## src/rtl/seq_mul_pkg.sv

```systemverilog
// Shared constants and helpers for the sequential shift-and-add multiplier.
package seq_mul_pkg;

  localparam logic [1:0] IDLE = 2'd0;
  localparam logic [1:0] BUSY = 2'd1;
  localparam logic [1:0] DONE = 2'd2;

  function automatic int unsigned calcNSteps(input int unsigned bW, input int unsigned step);
    return bW / step;
  endfunction

  function automatic int unsigned calcCntW(input int unsigned nSteps);
    return $clog2(nSteps + 1);
  endfunction

endpackage

```

## src/rtl/mul_pp_add.sv

```systemverilog
// Forms aExt x chunk (top chunk MSB optionally negative-weighted) and adds it
// into the accumulator at the given bit weight.
module mul_pp_add #(
  parameter int unsigned ACC_W = 40,
  parameter int unsigned STEP  = 1,
  parameter int unsigned SH_W  = 6
) (
  input  logic [ACC_W-1:0] acc,
  input  logic [ACC_W-1:0] aExt,
  input  logic [STEP-1:0]  chunk,
  input  logic             negTop,
  input  logic [SH_W-1:0]  shiftAmt,
  output logic [ACC_W-1:0] sum_c
);

  logic [ACC_W-1:0] pp;

  always_comb begin
    pp = '0;
    for (int i = 0; i < int'(STEP); i++) begin
      if (chunk[i]) begin
        // Signed top chunk: its MSB carries negative weight, so subtract.
        if (negTop && (i == int'(STEP) - 1)) pp = pp - (aExt << i);
        else                                 pp = pp + (aExt << i);
      end
    end
    sum_c = acc + (pp << shiftAmt);
  end

endmodule

```

## src/rtl/seq_mul_pipe.sv

```systemverilog
// Sequential radix-2^STEP multiplier with valid/ready handshakes, signed or
// unsigned per transaction; one product every NSTEPS+2 cycles.
module seq_mul_pipe
  import seq_mul_pkg::*;
#(
  parameter int unsigned A_W  = 32,
  parameter int unsigned B_W  = 8,
  parameter int unsigned STEP = 1
) (
  input  logic               clk,
  input  logic               rst,
  input  logic               in_valid,
  output logic               in_ready,
  input  logic [A_W-1:0]     a,
  input  logic [B_W-1:0]     b,
  input  logic               is_signed,
  input  logic               abort,
  output logic               out_valid,
  input  logic               out_ready,
  output logic [A_W+B_W-1:0] y
);

  localparam int unsigned NSTEPS = calcNSteps(B_W, STEP);
  localparam int unsigned CNT_W  = calcCntW(NSTEPS);
  localparam int unsigned ACC_W  = A_W + B_W;
  localparam int unsigned SH_W   = $clog2(ACC_W);

  if ((B_W % STEP) != 0) begin : gBadStep
    $error("seq_mul_pipe: STEP must divide B_W");
  end
  if (A_W < 2 || B_W < 2) begin : gBadWidth
    $error("seq_mul_pipe: A_W and B_W must be at least 2");
  end

  logic [1:0]       state, stateNext;
  logic [A_W-1:0]   aReg, aNext;
  logic [B_W-1:0]   bReg, bNext;
  logic             signedReg, signedNext;
  logic [ACC_W-1:0] acc, accNext, yNext, ppSum_c, aExt;
  logic [CNT_W-1:0] count, countNext;
  logic             inReadyNext, outValidNext;
  logic             lastStep, negTop;
  logic [SH_W-1:0]  shiftAmt;

  assign aExt     = {{B_W{signedReg & aReg[A_W-1]}}, aReg};
  assign lastStep = (count == CNT_W'(NSTEPS - 1));
  assign negTop   = signedReg & lastStep;
  assign shiftAmt = SH_W'(count) * SH_W'(STEP);

  // bReg shifts right each step, so its low STEP bits are always the live chunk.
  mul_pp_add #(
    .ACC_W (ACC_W),
    .STEP  (STEP),
    .SH_W  (SH_W)
  ) uPpAdd (
    .acc      (acc),
    .aExt     (aExt),
    .chunk    (bReg[STEP-1:0]),
    .negTop   (negTop),
    .shiftAmt (shiftAmt),
    .sum_c    (ppSum_c)
  );

  // Next-state and next-register logic; abort always takes priority.
  always_comb begin
    stateNext  = state;
    aNext      = aReg;
    bNext      = bReg;
    signedNext = signedReg;
    accNext    = acc;
    countNext  = count;
    yNext      = y;
    case (state)
      IDLE: begin
        if (!abort && in_valid) begin
          aNext      = a;
          bNext      = b;
          signedNext = is_signed;
          accNext    = '0;
          countNext  = '0;
          stateNext  = BUSY;
        end
      end
      BUSY: begin
        if (abort) begin
          stateNext = IDLE;
          yNext     = '0;
        end else begin
          accNext   = ppSum_c;
          countNext = count + CNT_W'(1);
          bNext     = bReg >> STEP;
          if (lastStep) begin
            stateNext = DONE;
            yNext     = ppSum_c;
          end
        end
      end
      DONE: begin
        if (abort) begin
          stateNext = IDLE;
          yNext     = '0;
        end else if (out_ready) begin
          stateNext = IDLE;
        end
      end
      default: stateNext = IDLE;
    endcase
    inReadyNext  = (stateNext == IDLE);
    outValidNext = (stateNext == DONE);
  end

  always_ff @(posedge clk or posedge rst) begin
    if (rst) begin
      state     <= IDLE;
      aReg      <= '0;
      bReg      <= '0;
      signedReg <= 1'b0;
      acc       <= '0;
      count     <= '0;
      y         <= '0;
      in_ready  <= 1'b1;
      out_valid <= 1'b0;
    end else begin
      state     <= stateNext;
      aReg      <= aNext;
      bReg      <= bNext;
      signedReg <= signedNext;
      acc       <= accNext;
      count     <= countNext;
      y         <= yNext;
      in_ready  <= inReadyNext;
      out_valid <= outValidNext;
    end
  end

endmodule

```

## config.mk

```make
export PLATFORM = sky130hd
export DESIGN_NAME = seq_mul_pipe
export DESIGN_NICKNAME = d
export VERILOG_FILES = /design/src/rtl/seq_mul_pkg.sv /design/src/rtl/mul_pp_add.sv /design/src/rtl/seq_mul_pipe.sv
export SDC_FILE = /design/constraint.sdc
export NUM_CORES = 1
export LEC_CHECK = 0
export CAP_MARGIN = 25
export CORE_MARGIN = 1
export CORE_UTILIZATION = 30
export DETAILED_ROUTE_END_ITERATION = 8
export GPL_TIMING_DRIVEN = 0
export RECOVER_POWER = 50
export SYNTH_ARGS = -nofsm -noshare
export SYNTH_HDL_FRONTEND = slang
export SYNTH_SLANG_ARGS = --single-unit
export TNS_END_PERCENT = 30
```

## constraint.sdc

```tcl
create_clock -name clk -period 5.69 [get_ports clk]
set_input_delay 0.569 -clock clk [delete_from_list [all_inputs] [get_ports clk]]
set_output_delay 0.569 -clock clk [all_outputs]
set_load 0.01 [all_outputs]
```

==> metrics <==
R2R Path Start aReg[9]$_DFFE_PP0P_; PwrDens 383.4 mW/mm^2; Worst R2R Path Depth 22; first-pass detailed-route iteration total 6; number of enable flip-flop cells after synthesis 0; P_leak 0.005514 uW; Syn Nets 1221; cts bufs inserted 17; critical path endpoint category flop; CP Launch Type flop; ANT cells 0; Int Pwr around 2600 uW; Critical Path, Cell by Cell or4_4 > buf_6 > or4_4 > o31ai_4 > xor2_2 > nand2_1 > o211ai_1 > mux2i_1 > mux2_4 > nor2_1 > a21oi_1 > ha_1 > a21o_1 > o21bai_2 > a221oi_2 > o31ai_2 > a21oi_2 > a211oi_4 > nor4bb_4 > nor2_1 > xnor3_1 > a22o_1; cts hold-fix bufs 0; post-synthesis xor/xnor area fraction 0.05439; core area 0.03147 mm^2; Gate Count Post-Synth around 1.1k; outcome finished, violations left; vias in the first global route 8747; die footprint 0.03270 mm^2; synth top area cells dfrtp_1 33%, nand2_1 7.4%, mux2i_1 6.6%, a22o_1 6.4%, ha_1 6.0%; Site Rows 65; largest family of logic cells by synthesized area compound AO/OA/AOI/OAI gates; Area Overhead vs Synth 25.42%; violated checks max-capacitance violations, max-slew violations; Max clock buf depth 2; CP Capture Point y[39]$_DFFE_PP0P_; Clock Tree Root clkbuf_16; final hold viol count 0; R2R Path End y[39]$_DFFE_PP0P_; Comb pwr share 0.484; CP max stage delay 0.53 ns; slew margin rel. -0.7622; GPL Wtd Cong 0.9353; Placed Area 0.01099 mm^2; pin count of the biggest net entering global routing 73; Layout Utilization 0.3823; routed wire length 29.91 mm; initial antenna violation count 0; grt total ovfl 0; adder-cell share of the synthesized area 0.06208; most common flop cell mapped by yosys dfrtp_1; Tmin final 5.479 ns; Detail Route Antenna Nets 0; final instance area 0.01203 mm^2; Synth area leader dfrtp_1; flop-to-flop setup slack 0.21 ns; Final Skew 0.01056 ns; Yosys cell types 73; GRT busiest layer met2; Port Buf Inserts 86; Max FO, Critical Path 5; GR Util met2 0.2982; Vias about 9k; 1st-iter DRT viols 673; DPL Wire Length 22.75 mm; MaxCap Viol Count 2; Slew Limit Fails 132; Crit path max-delay family compound AO/OA/AOI/OAI gates; maximum clock frequency 0.1825 GHz; period utilisation layout 0.9629; Compound-Gate Fraction of Synth Area 0.2344; GR met1 Demand/Resource 0.2488; #FFs+latches synth between 100 and 150; Post-synth ARST share 1.000; Final setup viols 0; htree depth 4; simple-gate area share of the yosys netlist 0.1976; Max IR drop VDD 207.5 uV; share of power burned in registers 0.280; Yosys warning count 0; sw frac 0.4336; Setup TNS 0 ns; Clk network pwr share 0.236; Total GRT Usage 0.1837; clock slew at reported path FFs 0.07 ns; Worst setup startpoint aReg[9]$_DFFE_PP0P_; Buffers & Inverters on Critical Path 1; first-pass GRT wire length 47.71 mm; clock insertion delay at the later pin of the skew report 0.44 ns; hold path start y[32]$_DFFE_PP0P_; top cell type's share of synthesized area 0.3339; syn avg cell area 8.504 um^2; slowest cell on the critical path or4_4; Seq/Total Area, Yosys 0.3366; CTS tree done; mux contribution to synthesized area 0.07982; die width 180.8 um; min-delay worst type flop to flop; Syn Std Cell Area 0.009593 mm^2; DRC Markers 0; crit path kind flop to flop; M3 GR Usage 0.02822; clk sinks 129; IO Count just under 90; Worst path depth 22; Die Y between 150 and 200 um; Psw 2000 uW; CP required 6.02 ns; Avg Vias per Cell about 5.4; Initial Util 0.3048; routed wire length per instance 18.00 um; layout cells sized above 1 0.1167; Slew @ Worst Pin ~2.6 ns; nets@finish between 1k and 1.5k; crit path DAT 5.81 ns
==> worst min-delay path by stage <==
stage	to	cells past startpoint
2_1_floorplan	bReg[1]$_DFFE_PP0P_	2
4_1_cts	y[37]$_DFFE_PP0P_	2
5_1_grt	bReg[6]$_DFFE_PP0P_	2
3_5_place_dp	y[37]$_DFFE_PP0P_	2
6_report	y[32]$_DFFE_PP0P_	2
3_3_place_gp	bReg[5]$_DFFE_PP0P_	2
==> through the flow <==
step / power [uW] / setup WS (ns) / hold slack [ns] / instances
floorplan: 2772 / 0.3070 / 0.4496 / 1128
global placement: 3289 / -0.7292 / 0.4652 / 1616
detailed placement: 3319 / -0.7859 / 0.4755 / 1617
CTS: 4464 / -0.09111 / 0.4898 / 1652
global route: 4918 / -0.03385 / 0.5150 / 1662
finish: 4612 / 0.2109 / 0.4764 / 1662
==> flip-flops by register name, indices dropped and copies added, names as in the netlist <==
signal     cells
acc           40
y             40
aReg          32
bReg           8
count          4
state          2
in_ready       1
out_valid      1
signedReg      1
==> worst min-delay path, stage by stage, from the launching register on <==
cell and delay (ns):
dfrtp_1 0.34, nand2_1 0.05, o21ai_0 0.06
==> cell usage in the layout (no fill, tap or decap), drive strengths merged, types with 5 or more instances in the layout <==
| master | n |
|---|---|
| a21o | 32 |
| dfrtp | 128 |
| nand2b | 11 |
| nor2b | 6 |
| mux2i | 63 |
| a21oi | 71 |
| ha | 46 |
| a31oi | 12 |
| clkinvlp | 5 |
| o22ai | 5 |
| o21a | 8 |
| or3 | 11 |
| nand2 | 189 |
| mux2 | 6 |
| nor4 | 10 |
| or4 | 8 |
| clkbuf | 71 |
| o21ai | 68 |
| and3 | 6 |
| nand3 | 24 |
| xor2 | 26 |
| nand4 | 13 |
| or2 | 7 |
| a22o | 70 |
| a211oi | 12 |
| nor3 | 22 |
| o21bai | 6 |
| dlygate4sd3 | 21 |
| clkinv | 7 |
| o31ai | 12 |
| clkdlybuf4s50 | 65 |
| inv | 13 |
| o211ai | 9 |
| xnor2 | 31 |
| buf | 38 |
| nor2 | 73 |
==> cell usage after synthesis (4+ instances only) <==
library cell,n
a21o_1,32
nor2_1,73
a31oi_1,12
buf_1,17
clkbuf_1,56
a21oi_1,71
nand2b_1,11
o22ai_1,5
a22o_1,70
a211oi_1,12
o31ai_1,11
mux2_2,5
inv_1,12
nor4_1,7
nand4_1,13
xnor2_1,31
nor2b_1,6
nand2_1,189
o21bai_1,6
and3_1,6
mux2i_1,63
or2_2,6
o21a_1,8
dfrtp_1,128
xor2_1,26
o21ai_0,63
o211ai_1,9
o21ai_1,5
or3_1,11
nor3_1,22
or4_1,7
nand3_1,24
ha_1,46
nor3b_1,4
==> power by group through the flow <==
stage	Sequential, uW	Clock (uW)	Combinational, uW
after floorplan	1230	0	1540
after global placement	1290	0	2000
after detailed placement	1290	0	2030
after CTS	1280	1100	2080
after global routing	1320	1140	2460
final	1290	1090	2230
==> cells by family (layout without fill, tap and decap cells) <==
| logic type | after synthesis | after routing |
|---|---|---|
| AOI/OAI and AO/OA | 331 | 331 |
| xor gates and xnor gates | 58 | 58 |
| adders and majority gates | 47 | 47 |
| buffers and inverters | 89 | 221 |
| DFF | 129 | 129 |
| muxes | 72 | 72 |
| and+or+nand+nor | 402 | 402 |
==> metal layers <==
metal / share of wire / wire, um
met5: 0 / 0
met4: 0.022 / 644
met3: 0.046 / 1388
met2: 0.46 / 13890
met1: 0.47 / 13980
==> repair_timing <==
action | in CTS | in global routing
pin swaps | 3 | 16
resized for setup | 25 | 71
endpoints found under the hold margin | 0 | 0
endpoints found under the setup margin | 33 | 36
buffers inserted | 5 | 15
gates cloned | 0 | 0
==> layout make-up <==
| type | instances | area (um^2) |
|---|---|---|
| Timing Repair Buffer | 106 | 1008 |
| Fill cell | 3188 | 19440 |
| Buffer | 69 | 281.5 |
| Clock buffer | 20 | 456.7 |
| Multi-Input combinational cell | 910 | 6384 |
| Clock inverter | 12 | 110.1 |
| Inverter | 14 | 53.80 |
| Tap cell | 402 | 503.0 |
| Sequential cell | 129 | 3234 |
Power figures use the tool's default switching activity.
